==> src/rtl/percep_pkg.sv <==
// -----------------------------------------------------------------------------
// percep_pkg
// Shared definitions for the perceptron datapath (MAC/accumulator and the
// later activation stage): default fixed-point format, its saturation bounds,
// the accumulator FSM state type and a constant-evaluable ceil(log2) helper.
// -----------------------------------------------------------------------------
package percep_pkg;

    // Default data format: signed Q8.8
    localparam int FP_WIDTH_DEF  = 16;
    localparam int FRAC_BITS_DEF = 8;

    // Representable bounds of the default format
    localparam logic [FP_WIDTH_DEF-1:0] FP_MAX = {1'b0, {(FP_WIDTH_DEF-1){1'b1}}};
    localparam logic [FP_WIDTH_DEF-1:0] FP_MIN = {1'b1, {(FP_WIDTH_DEF-1){1'b0}}};

    // Accumulator FSM: IDLE = no partial sum held, ACC = mid-sample
    typedef enum logic [0:0] {
        IDLE = 1'b0,
        ACC  = 1'b1
    } state_t;

    // ceil(log2(v)); clog2(1) = 0
    function automatic int clog2(input int v);
        int r;
        r = 0;
        while ((64'd1 << r) < 64'(v)) begin
            r = r + 1;
        end
        return r;
    endfunction

endpackage

==> src/rtl/percep_sat.sv <==
// -----------------------------------------------------------------------------
// percep_sat
// Combinational signed saturator from a wide two's-complement value down to
// OUT_W bits. Values above 2^(OUT_W-1)-1 or below -2^(OUT_W-1) are clipped to
// the nearest bound and o_clip is raised.
// Ports:
//   i_val  [IN_W-1:0]   wide signed input
//   o_val  [OUT_W-1:0]  saturated result
//   o_clip              1 when o_val was clipped
// -----------------------------------------------------------------------------
module percep_sat #(
    parameter int IN_W  = 27,
    parameter int OUT_W = 16
) (
    input  logic signed [IN_W-1:0]  i_val,
    output logic        [OUT_W-1:0] o_val,
    output logic                    o_clip
);

    // Output bounds, sign-extended to the input width for direct comparison
    localparam logic signed [IN_W-1:0] SAT_MAX = {{(IN_W-OUT_W+1){1'b0}}, {(OUT_W-1){1'b1}}};
    localparam logic signed [IN_W-1:0] SAT_MIN = {{(IN_W-OUT_W+1){1'b1}}, {(OUT_W-1){1'b0}}};

    // Clip against the bounds, otherwise pass the low bits through
    always_comb begin
        o_val  = i_val[OUT_W-1:0];
        o_clip = 1'b0;
        if (i_val > SAT_MAX) begin
            o_val  = {1'b0, {(OUT_W-1){1'b1}}};
            o_clip = 1'b1;
        end else if (i_val < SAT_MIN) begin
            o_val  = {1'b1, {(OUT_W-1){1'b0}}};
            o_clip = 1'b1;
        end else begin
            o_val  = i_val[OUT_W-1:0];
            o_clip = 1'b0;
        end
    end

endmodule

==> src/rtl/percep_mac_acc.sv <==
// -----------------------------------------------------------------------------
// percep_mac_acc
// Two-stage signed fixed-point multiply-accumulate. Stage 1 registers the
// rescaled product x_in*w_in; stage 2 adds N_FEAT products plus a bias and
// emits one saturated result per sample. The stall input freezes every
// register so this block moves in lockstep with the x/w pipeline register.
// Ports:
//   clk       clock, posedge
//   rst       synchronous active-high reset (dominates stall)
//   stall     hold all registers this cycle
//   in_valid  x_in/w_in carry a valid pair
//   x_in      feature  [FP_WIDTH-1:0]
//   w_in      weight   [FP_WIDTH-1:0]
//   bias      bias added at the first product of a sample
//   y_out     saturated dot product, held until the next result
//   y_valid   result strobe
//   sat_flag  y_out was clipped
//   busy      a partial sum is held
// -----------------------------------------------------------------------------
module percep_mac_acc
    import percep_pkg::*;
#(
    parameter int FP_WIDTH  = FP_WIDTH_DEF,
    parameter int FRAC_BITS = FRAC_BITS_DEF,
    parameter int N_FEAT    = 4
) (
    input  logic                clk,
    input  logic                rst,
    input  logic                stall,
    input  logic                in_valid,
    input  logic [FP_WIDTH-1:0] x_in,
    input  logic [FP_WIDTH-1:0] w_in,
    input  logic [FP_WIDTH-1:0] bias,
    output logic [FP_WIDTH-1:0] y_out,
    output logic                y_valid,
    output logic                sat_flag,
    output logic                busy
);

    // Wide enough that N_FEAT products plus bias can never wrap
    localparam int ACC_WIDTH = 2*FP_WIDTH - FRAC_BITS + clog2(N_FEAT + 1);
    localparam int CNT_W     = (N_FEAT > 1) ? clog2(N_FEAT) : 1;
    localparam logic [CNT_W-1:0] LAST_IDX = CNT_W'(N_FEAT - 1);

    logic signed [2*FP_WIDTH-1:0] w_x_ext;
    logic signed [2*FP_WIDTH-1:0] w_w_ext;
    logic signed [2*FP_WIDTH-1:0] w_prod;
    logic signed [2*FP_WIDTH-1:0] w_prod_shift;
    logic signed [ACC_WIDTH-1:0]  w_prod_ext;
    logic signed [ACC_WIDTH-1:0]  w_bias_ext;
    logic signed [ACC_WIDTH-1:0]  w_acc_next;
    logic        [FP_WIDTH-1:0]   w_sat_val;
    logic                         w_sat_clip;
    logic                         w_is_last;

    logic signed [ACC_WIDTH-1:0]  r_p;
    logic                         r_p_valid;
    logic signed [ACC_WIDTH-1:0]  r_acc;
    logic        [CNT_W-1:0]      r_cnt;
    logic        [FP_WIDTH-1:0]   r_y_out;
    logic                         r_y_valid;
    logic                         r_sat_flag;
    state_t                       r_state;

    // Operands are sign-extended to full product width so the multiply is exact
    assign w_x_ext      = {{FP_WIDTH{x_in[FP_WIDTH-1]}}, x_in};
    assign w_w_ext      = {{FP_WIDTH{w_in[FP_WIDTH-1]}}, w_in};
    assign w_prod       = w_x_ext * w_w_ext;
    // Arithmetic shift rounds toward -inf (e.g. raw -1 stays -1)
    assign w_prod_shift = w_prod >>> FRAC_BITS;
    assign w_prod_ext   = ACC_WIDTH'(w_prod_shift);
    assign w_bias_ext   = ACC_WIDTH'($signed(bias));
    assign w_is_last    = (r_cnt == LAST_IDX);

    // Next accumulator value: bias seeds the first product of each sample
    always_comb begin
        if (r_cnt == {CNT_W{1'b0}}) begin
            w_acc_next = w_bias_ext + r_p;
        end else begin
            w_acc_next = r_acc + r_p;
        end
    end

    percep_sat #(
        .IN_W  (ACC_WIDTH),
        .OUT_W (FP_WIDTH)
    ) u_sat (
        .i_val  (w_acc_next),
        .o_val  (w_sat_val),
        .o_clip (w_sat_clip)
    );

    // Multiply stage, accumulate stage and FSM; stall freezes everything
    always_ff @(posedge clk) begin
        if (rst) begin
            r_p        <= {ACC_WIDTH{1'b0}};
            r_p_valid  <= 1'b0;
            r_acc      <= {ACC_WIDTH{1'b0}};
            r_cnt      <= {CNT_W{1'b0}};
            r_y_out    <= {FP_WIDTH{1'b0}};
            r_y_valid  <= 1'b0;
            r_sat_flag <= 1'b0;
            r_state    <= IDLE;
        end else if (!stall) begin
            r_p       <= w_prod_ext;
            r_p_valid <= in_valid;
            r_y_valid <= 1'b0;
            if (r_p_valid) begin
                r_acc <= w_acc_next;
                if (w_is_last) begin
                    r_cnt      <= {CNT_W{1'b0}};
                    r_y_out    <= w_sat_val;
                    r_sat_flag <= w_sat_clip;
                    r_y_valid  <= 1'b1;
                    r_state    <= IDLE;
                end else begin
                    r_cnt   <= r_cnt + CNT_W'(1);
                    r_state <= ACC;
                end
            end
        end
    end

    assign y_out    = r_y_out;
    assign y_valid  = r_y_valid;
    assign sat_flag = r_sat_flag;
    assign busy     = (r_state == ACC);

endmodule
==> config.mk <==
export PLATFORM = sky130hd
export DESIGN_NAME = percep_mac_acc
export DESIGN_NICKNAME = d
export VERILOG_FILES = /design/src/rtl/percep_pkg.sv /design/src/rtl/percep_sat.sv /design/src/rtl/percep_mac_acc.sv
export SDC_FILE = /design/constraint.sdc
export NUM_CORES = 1
export LEC_CHECK = 0
export ABC_AREA = 0
export CAP_MARGIN = 20
export CORE_MARGIN = 4
export CORE_UTILIZATION = 33
export CTS_CLUSTER_SIZE = 10
export DETAILED_ROUTE_END_ITERATION = 10
export GPL_TIMING_DRIVEN = 0
export PLACE_DENSITY = 0.56
export SETUP_SLACK_MARGIN = 0.4
export SLEW_MARGIN = 20
export SYNTH_ARGS = -nofsm -noshare
export SYNTH_HDL_FRONTEND = slang
export SYNTH_SLANG_ARGS = --single-unit
export TNS_END_PERCENT = 50
==> constraint.sdc <==
create_clock -name clk -period 17.67 [get_ports clk]
set_clock_uncertainty 0.2 [all_clocks]
set_input_delay 1.767 -clock clk [delete_from_list [all_inputs] [get_ports clk]]
set_output_delay 1.767 -clock clk [all_outputs]
set_load 0.05 [all_outputs]
# Yosys cells after proc, flatten, opt, wreduce, memory -nomap -nowiden
# Cells that the tools add are included.
dict set report totals {
  reg_bits 73
  output_inout_bits 19
  word_cells 28
  in_bits 52
}
dict set report classes {
  n_bitwise 1
  eq_ne 1
  n_mul 1
  order_cmp 2
  add_sub_neg 3
  n_reduce_logical 3
  muxes 9
}
# operator n
set ops {}
lappend ops {{16-bit by 16-bit multiplier with 32-bit output} 1}
lappend ops {{16-bit 2-to-1 mux} 2}
lappend ops {{27-bit by 24-bit adder with 27-bit output} 1}
lappend ops {{27-bit by 16-bit greater-than comparator with 1-bit output, second input constant} 1}
lappend ops {{27-bit by 16-bit less-than comparator with 1-bit output, second input constant} 1}
lappend ops {{27-bit 2-to-1 mux} 1}
lappend ops {{16-bit by 24-bit adder with 25-bit output} 1}
lappend ops {{1-bit 2-to-1 mux} 5}
lappend ops {{3-bit AND reduction} 1}
lappend ops {{2-bit by 1-bit adder with 2-bit output, second input constant} 1}
lappend ops {{2-bit equality test, second input constant} 1}
lappend ops {{2-bit logical NOT} 1}
lappend ops {{2-bit 2-to-1 mux} 1}
lappend ops {{2-bit AND reduction} 1}
lappend ops {{1-bit NOT} 1}

# Longest topological paths before layout
# Gate-level depths: netlist (run 1).
dict set report depth {
  depth_word 5
  mapped_depth 25
  ltp_nobuf 24
}

# Hierarchy
# Synthesis (run 1) repeated with hierarchy kept, for this count alone.
dict set report unflattened {
  hier_cells 1770
  area_unflattened_um2 15039.4
}
# mod instances seq_area_each_um2 cells_each area_per_inst_um2
set modules_own_cells {}
lappend modules_own_cells {percep_mac_acc 1 1461.4 1743 14825.5}
lappend modules_own_cells {percep_sat 1 0.0 27 214.0}

# Least setup slack after synthesis (run 1)
# No wires, ideal clock.
dict set report synth_timing {
  kind {input to register}
  from {input port w_in[7]}
  to {register r_p[17]}
  path_slack_ns 9.917
  arrival_time_ns 7.431
  path_buffers 1
  path_stages 25
  setup_time_ns 0.122
  required_ns 17.348
  cell_sequence {clkbuf_1 nand2_1 fa_1 inv_1 fa_1 inv_1 fa_1 inv_1 fa_1 fa_1 inv_1 fa_1 inv_1 ha_1 a21o_1 a21o_1 a221oi_1 nand2_1 o21ai_0 o21ai_0 a21oi_1 o21bai_1 a21oi_1 nor4_1 a311o_1}
}
dict set report synth_between {
  elab_chain_len 1
}
# element line
set synth_rtl {}
lappend synth_rtl {{start: declaration} percep_mac_acc.sv:32} ;# input logic [FP_WIDTH-1:0] w_in,
lappend synth_rtl {{16-bit by 16-bit multiplier with 32-bit output} percep_mac_acc.sv:68} ;# assign w_prod = w_x_ext * w_w_ext;
lappend synth_rtl {{end signal: assignment} percep_mac_acc.sv:96} ;# r_p <= {ACC_WIDTH{1'b0}};
lappend synth_rtl {{end signal: assignment} percep_mac_acc.sv:105} ;# r_p <= w_prod_ext;
lappend synth_rtl {{end: declaration} percep_mac_acc.sv:56} ;# logic signed [ACC_WIDTH-1:0] r_p;
# Every way passes these cells.
# A chain may end at the register's enable or synchronous reset.

# Final worst setup path (run 1)
dict set report layout_timing {
  from {input port x_in[7]}
  to {register r_p[22]}
}
dict set report layout_between {
  elab_chain_len 1
}
# element line
set layout_rtl {}
lappend layout_rtl {{start: declaration} percep_mac_acc.sv:31} ;# input logic [FP_WIDTH-1:0] x_in,
lappend layout_rtl {{16-bit by 16-bit multiplier with 32-bit output} percep_mac_acc.sv:68}
# Every way passes these cells.

==> flow_summary.toml, run 1 <==
[status]
status = "finished clean"

[synthesis]
yosysTopAreaCellShare = 0.3429
synth-edff-count = 0
synth_largest_area_cell = "fa_1"
synth_adder_area_share = 0.4496
ys.warnings.count = 0
yosys.area_share.simple = 0.1815
synth_top_family_by_area = "adder cells"
synthDistinctLibCells = 83
muxShareOfSynthArea = 0.007822
synth_compound_area_frac = 0.1285
synth_ff_type = "dfxtp_1"
synth_xor_area_frac = 0.03422
ys_ff_latch = 73
synth_area_mm2 = 0.01536
synth_common_cells = "326 x inv_1, 263 x fa_1, 178 x nand2_1"
async_reset_ff_frac = 0
avgSynthCellArea_um2 = 8.608
seq_area_frac_synth = 0.09517
syn-num-nets = 2230
synthMostInstantiatedCell = "inv_1"
synthTopCellsByArea = "fa_1 34%, ha_1 11%, dfxtp_1 9.5%, inv_1 8.0%, and2_1 5.1%"
syn_inst = 1784

[layout]
drive_above_1_share = 0.03476
syn2layout_area_growth_pct = 11.42
fin_nets = 2311
multi_input_area_mm2 = 0.01231
antenna_cells = 0
stdcell_area_mm2 = 0.01711
ff_latch_area_mm2 = 0.001461
num-fill-cells = 4726

[clocking]
cts-buffers-inserted = 9
postCtsSetupBuffers = 0
cts.sinks = 73
ctsResizeCount = 0
cts_tree = "yes"
ctsRootBufferMaster = "clkbuf_16"
clkTransAtPathRegs_ns = 0.06
cts_buffer_depth = 2
htree_levels = 3
clock_latency_ns = 0.35
ctsHoldBuffers = 0

[grt]
grt_max_degree = 15
grtUsageTotal = 0.1781
grt_pass1_wl_mm = 70.87
antenna_found_initial = 1
grt-ovfl-total = 0
grt_pass1_vias = 13390

[power]
ir_drop_v = 0.0002466
power_mw = 3.469
p_leak_nw = 8.002
p_per_area_mw_per_mm2 = 202.7

[worst_setup_path]
crit_path_start_kind = "primary input"
cp_top_family = "adder cells"
cp_common_cell = "fa_1"
worstPathMaxFanout = 10
crit_required_ns = 17.67
slowest_stage = "clkdlybuf4s50_1"
crit_type = "primary input to flop"
critPathBufInv = 7
cp-end-kind = "flop"
cp.arrival_ns = 9.04
max_stage_delay_ns = 0.72

[timing]
hold_violations = 0
fin_crit_ns = 9.037
rsz0062_at_grt = "false"
slew_viol_final = 0
setup_viol = 0
tns_ns = 0
slew_headroom = 0.4586
post-route-period-util = 0.5114
max_freq_mhz = 110.7
worst_slew_pin_slew_ns = 0.8121

[route]
vias_per_cell = 5.026
firstDrtPassIters = 5
drc = 0
num_vias = 12410
drt_wl_total_mm = 42.83
drt-wirelength-per-cell_um = 17.34
drt.antenna.violating_nets = 0
drt_iter0_drc = 658

[floorplan]
core_area_mm2 = 0.04567
initial_core_util = 0.3362
die_x_um = 223.7
fp.dieArea_mm2 = 0.05005
rows = 78
boundaryPins = 71
dieHeight_um = 223.7

[place]
port_buffers = 70
place_hpwl_mm = 36.59
globalplace.congestion = 0.9173
place_area_mm2 = 0.01681

[hold_path]
worstHoldPathType = "flop to flop"

[job]
drv_cap = 0
==> metal layers <==
| layer | share of wire | GRT usage | vias up |
|---|---|---|---|
| met4 | 0.028 | 0.04832 | 0 |
| li1 | - | - | 5866 |
| met2 | 0.49 | 0.3103 | 306 |
| met3 | 0.046 | 0.02346 | 64 |
| met5 | 0 | 0 | - |
| met1 | 0.44 | 0.2341 | 6177 |
==> final timing paths <==
kind              depth (start not counted)        end     from  slack [ns]
setup / recovery                         26    r_p[22]  x_in[7]        8.63
hold / removal                            2    y_valid  y_valid        0.26
setup reg to reg                         13  y_out[11]   r_p[0]       12.57
hold reg to reg                           2    y_valid  y_valid        0.26
==> report_power, final <==
group	internal, mW	switching (mW)
registers	0.197	0.0237
logic	1.37	1.69
clock network	0.111	0.0807
==> area by class of cell <==
class / instances / area share
Buffer: 70 / 0.02084
Clock buffer: 9 / 0.01316
Inverter: 327 / 0.07174
Sequential cell: 73 / 0.08541
Tap cell: 600 / 0.04388
Timing Repair Buffer: 70 / 0.04095
Multi-Input combinational cell: 1314 / 0.7195
Clock inverter: 7 / 0.004534
==> cell families (layout without fill, tap and decap cells) <==
family / after synthesis / in the layout
AO/OA/AOI/OAI: 282 / 282
AND/OR/NAND/NOR: 566 / 566
XOR/XNOR: 60 / 60
flip-flops: 73 / 73
adder cells (fa/ha/maj): 394 / 394
multiplexers: 12 / 12
buffers and inverters: 397 / 483
==> tightest hold or removal path, delay by kind of cell, from the launching register on <==
kind / cells / cell delay (ns)
AOI/OAI and AO/OA: 1 / 0.05
DFF: 1 / 0.31
and+or+nand+nor: 1 / 0.05
==> metrics by stage <==
stage / std cells / setup WS [ns] / hold slack [ns] / utilization
after floorplan: 1784 / 9.917 / 0.2400 / -
after global placement: 2454 / 8.326 / 0.2504 / 0.3680
after detailed placement: 2454 / 8.280 / 0.2563 / 0.3680
after CTS: 2470 / 8.632 / 0.2643 / 0.3746
after global routing: 2470 / 8.146 / 0.2925 / 0.3746
final: 2470 / 8.633 / 0.2571 / 0.3746
==> flip-flops by register name (all words and copies together), names as in the netlist <==
name and cells:
busy 1, r_acc 27, r_cnt 2, r_p 24
r_p_valid 1, sat_flag 1, y_out 16, y_valid 1
==> cells in the final DEF, fill, tap and decap left out, types with 5 or more instances in the layout <==
cell type        synthesis  routed
o21bai_1                 8       8
o22ai_1                  7       7
nand3_1                 21      21
nor2b_1                  6       6
or3_1                   10      10
clkdlybuf4s50_1          0      70
a21oi_1                 81      81
nand4_1                 12      12
a31oi_1                  7       7
inv_1                  326     326
dfxtp_1                 73      73
nand2_1                178     178
mux2i_1                 12      12
xnor2_1                 43      43
clkbuf_16                0       9
xor2_1                  17      17
nand2b_1                17      17
fa_1                   263     263
o32ai_2                  7       7
buf_6                    5       5
o32ai_1                  9       9
and2_1                 125     125
or3_2                    7       7
clkbuf_1                58      58
a21o_1                  21      21
ha_1                   131     131
o21ai_0                 45      45
nor4_1                   6       6
a211oi_1                26      26
o21a_1                  15      15
nor3_1                  23      23
clkbuf_8                 5       5
nor2_1                 131     131
Note: power is estimated with default switching activity, not from simulation.
==> run 2, diff against run 1 <==
Clock period 17.67 ns to 9.3 ns, I/O delays scaled along.
==> results of run 2 <==
The final DEF is identical to that of run 1. Status: finished clean.
Main changes from that run: setup slack after placement 8.280 ns -> 0.7469 ns; setup slack after layout 8.633 ns -> 1.100 ns; register-to-register setup slack 12.57 ns -> 4.20 ns; total power 3.469 mW -> 6.591 mW; worst IR drop on VDD 0.0002466 V -> 0.0004685 V
==> run 3, diff against run 2 <==
Settings changed: CELL_PAD_IN_SITES_DETAIL_PLACEMENT from default to 0, CELL_PAD_IN_SITES_GLOBAL_PLACEMENT from default to 1, HOLD_SLACK_MARGIN from default to 0.05, PLACE_DENSITY 0.56 to 0.67.
==> run 3 against run 2 <==
Register-to-register slack improved by 0.03 ns. Clock-buffer cell count did not move. Critical path depth down 1. Hold slack worse by 0.0021 ns. Global-route usage about the same. Critical path type unchanged.
==> flow_summary.toml, run 3 (synthesis gave the netlist of run 1 again) <==
[worst_setup_path]
cp_common_cell = "fa_1"
crit_type = "primary input to flop"
worstReg2RegStart = "r_p[0]"
cp_top_family = "adder cells"
r2r_setup_slack_ns = 4.23
cp.depth = 25
critPathBufInv = 7
slowest_stage = "clkdlybuf4s50_1"
rr_worst_depth = 13
crit_path_start_kind = "primary input"
cp-endpoint = "r_p[23]"
cp-end-kind = "flop"
reg2reg_to = "y_out[9]"
crit_start = "w_in[7]"
cp.arrival_ns = 8.28
worstPathMaxFanout = 10
crit_required_ns = 9.31
max_stage_delay_ns = 0.83

[job]
drv_cap = 0

[layout]
drive_above_1_share = 0.03476
top_register = "r_acc"
layout_common_cells = "326 x inv_1, 263 x fa_1, 178 x nand2_1"
stdcell_area_mm2 = 0.01713
fin_util = 0.3751
largest_register_ffs = 27
mostFrequentLayoutCell = "inv_1"
num-fill-cells = 4761
antenna_cells = 0
syn2layout_area_growth_pct = 11.57
fin_nets = 2311
layoutNonFillerInstCount = 2470

[floorplan]
core_area_mm2 = 0.04567
fp.dieArea_mm2 = 0.05005
die_x_um = 223.7
rows = 78
dieHeight_um = 223.7
initial_core_util = 0.3362
boundaryPins = 71

[timing]
tns_ns = 0
hold_violations = 0
slew_headroom = 0.4380
setup_viol = 0
fin_ws_ns = 1.032
rsz0062_at_grt = "false"
holdWs_ns = 0.2550
slew_viol_final = 0
fin_crit_ns = 8.268
worst_slew_pin_slew_ns = 0.8431
post-route-period-util = 0.8890
max_freq_mhz = 120.9

[hold_path]
worstHoldPathType = "flop to flop"
min_delay_path_depth = 2

[grt]
grtUsageTotal = 0.1782
antenna_found_initial = 0
grt-ovfl-total = 0
grt_pass1_vias = 13070
grt_max_degree = 15
grt_pass1_wl_mm = 70.50

[clocking]
cts_buffer_depth = 2
clkTransAtPathRegs_ns = 0.06
clock_latency_ns = 0.35
htree_levels = 3
ctsResizeCount = 0
ctsHoldBuffers = 0
cts_tree = "yes"
postCtsSetupBuffers = 0
ctsRootBufferMaster = "clkbuf_16"
cts.sinks = 73
cts-buffers-inserted = 9

[place]
place_hpwl_mm = 36.89
place_ws_ns = 0.6604
place_area_mm2 = 0.01681
placed_cells = 2454
globalplace.congestion = 0.8860
port_buffers = 70

[route]
drt.antenna.violating_nets = 0
drt_wl_total_mm = 43.36
vias_per_cell = 5.009
firstDrtPassIters = 5
num_vias = 12370
drt-wirelength-per-cell_um = 17.55
drt_iter0_drc = 636
drc = 0

[power]
p_leak_nw = 8.017
p_per_area_mw_per_mm2 = 388.3
power_mw = 6.653
ir_drop_v = 0.0004577

[status]
status = "finished clean"
## run 3: cell types whose count changed in the layout (fill, tap and decap cells not counted), sizes merged
cell,change
clkinvlp,-1
clkinv,-1
bufinv,+1
inv,+1
## run 3: per-layer routing
metal	vias to the layer above	wire length [µm]	GRT usage	part of all wire
met4	0	905	0.03997	0.021
met1	6254	20040	0.2410	0.46
met3	52	1135	0.01494	0.026
met5	-	0	0	0
li1	5869	-	-	-
met2	196	21280	0.3126	0.49
## run 3: area by class of cell
class                   instances  area, µm²  share of cell area
plain buffers                  70      356.6             0.02081
clock buffers                   9      225.2             0.01315
clock inverters                 7      100.1            0.005842
inverters                     327       1227             0.07164
multi-input cells            1314      12310              0.7185
flip-flops and latches         73       1461             0.08530
well taps                     600      750.7             0.04382
repair buffers                 70      700.7             0.04090
## run 3: where the power goes
| part | switching, mW | total (mW) | internal, mW |
|---|---|---|---|
| logic | 3.23 | 5.84 | 2.60 |
| clock network | 0.158 | 0.396 | 0.238 |
| registers | 0.0442 | 0.419 | 0.375 |
| total | 3.44 | 6.65 | 3.22 |
## run 3: how the worst min path moves through the flow
stage | start | to
detailed placement | y_valid | y_valid
global route | y_out[15] | y_out[15]
floorplan | r_acc[16] | r_acc[16]
global placement | y_valid | y_valid
finish | y_valid | y_valid
CTS | y_valid | y_valid
## run 3: worst register-to-register path: stages, from the launching register on
cell,delay (ns)
dfxtp_1,0.34
ha_1,0.26
fa_1,0.44
a211oi_1,0.36
o211ai_1,0.18
a22oi_1,0.68
nand2_1,0.23
a211oi_1,0.31
o211ai_2,0.18
or4_1,0.49
or4_4,0.51
o31ai_4,0.41
buf_6,0.23
o32ai_2,0.10
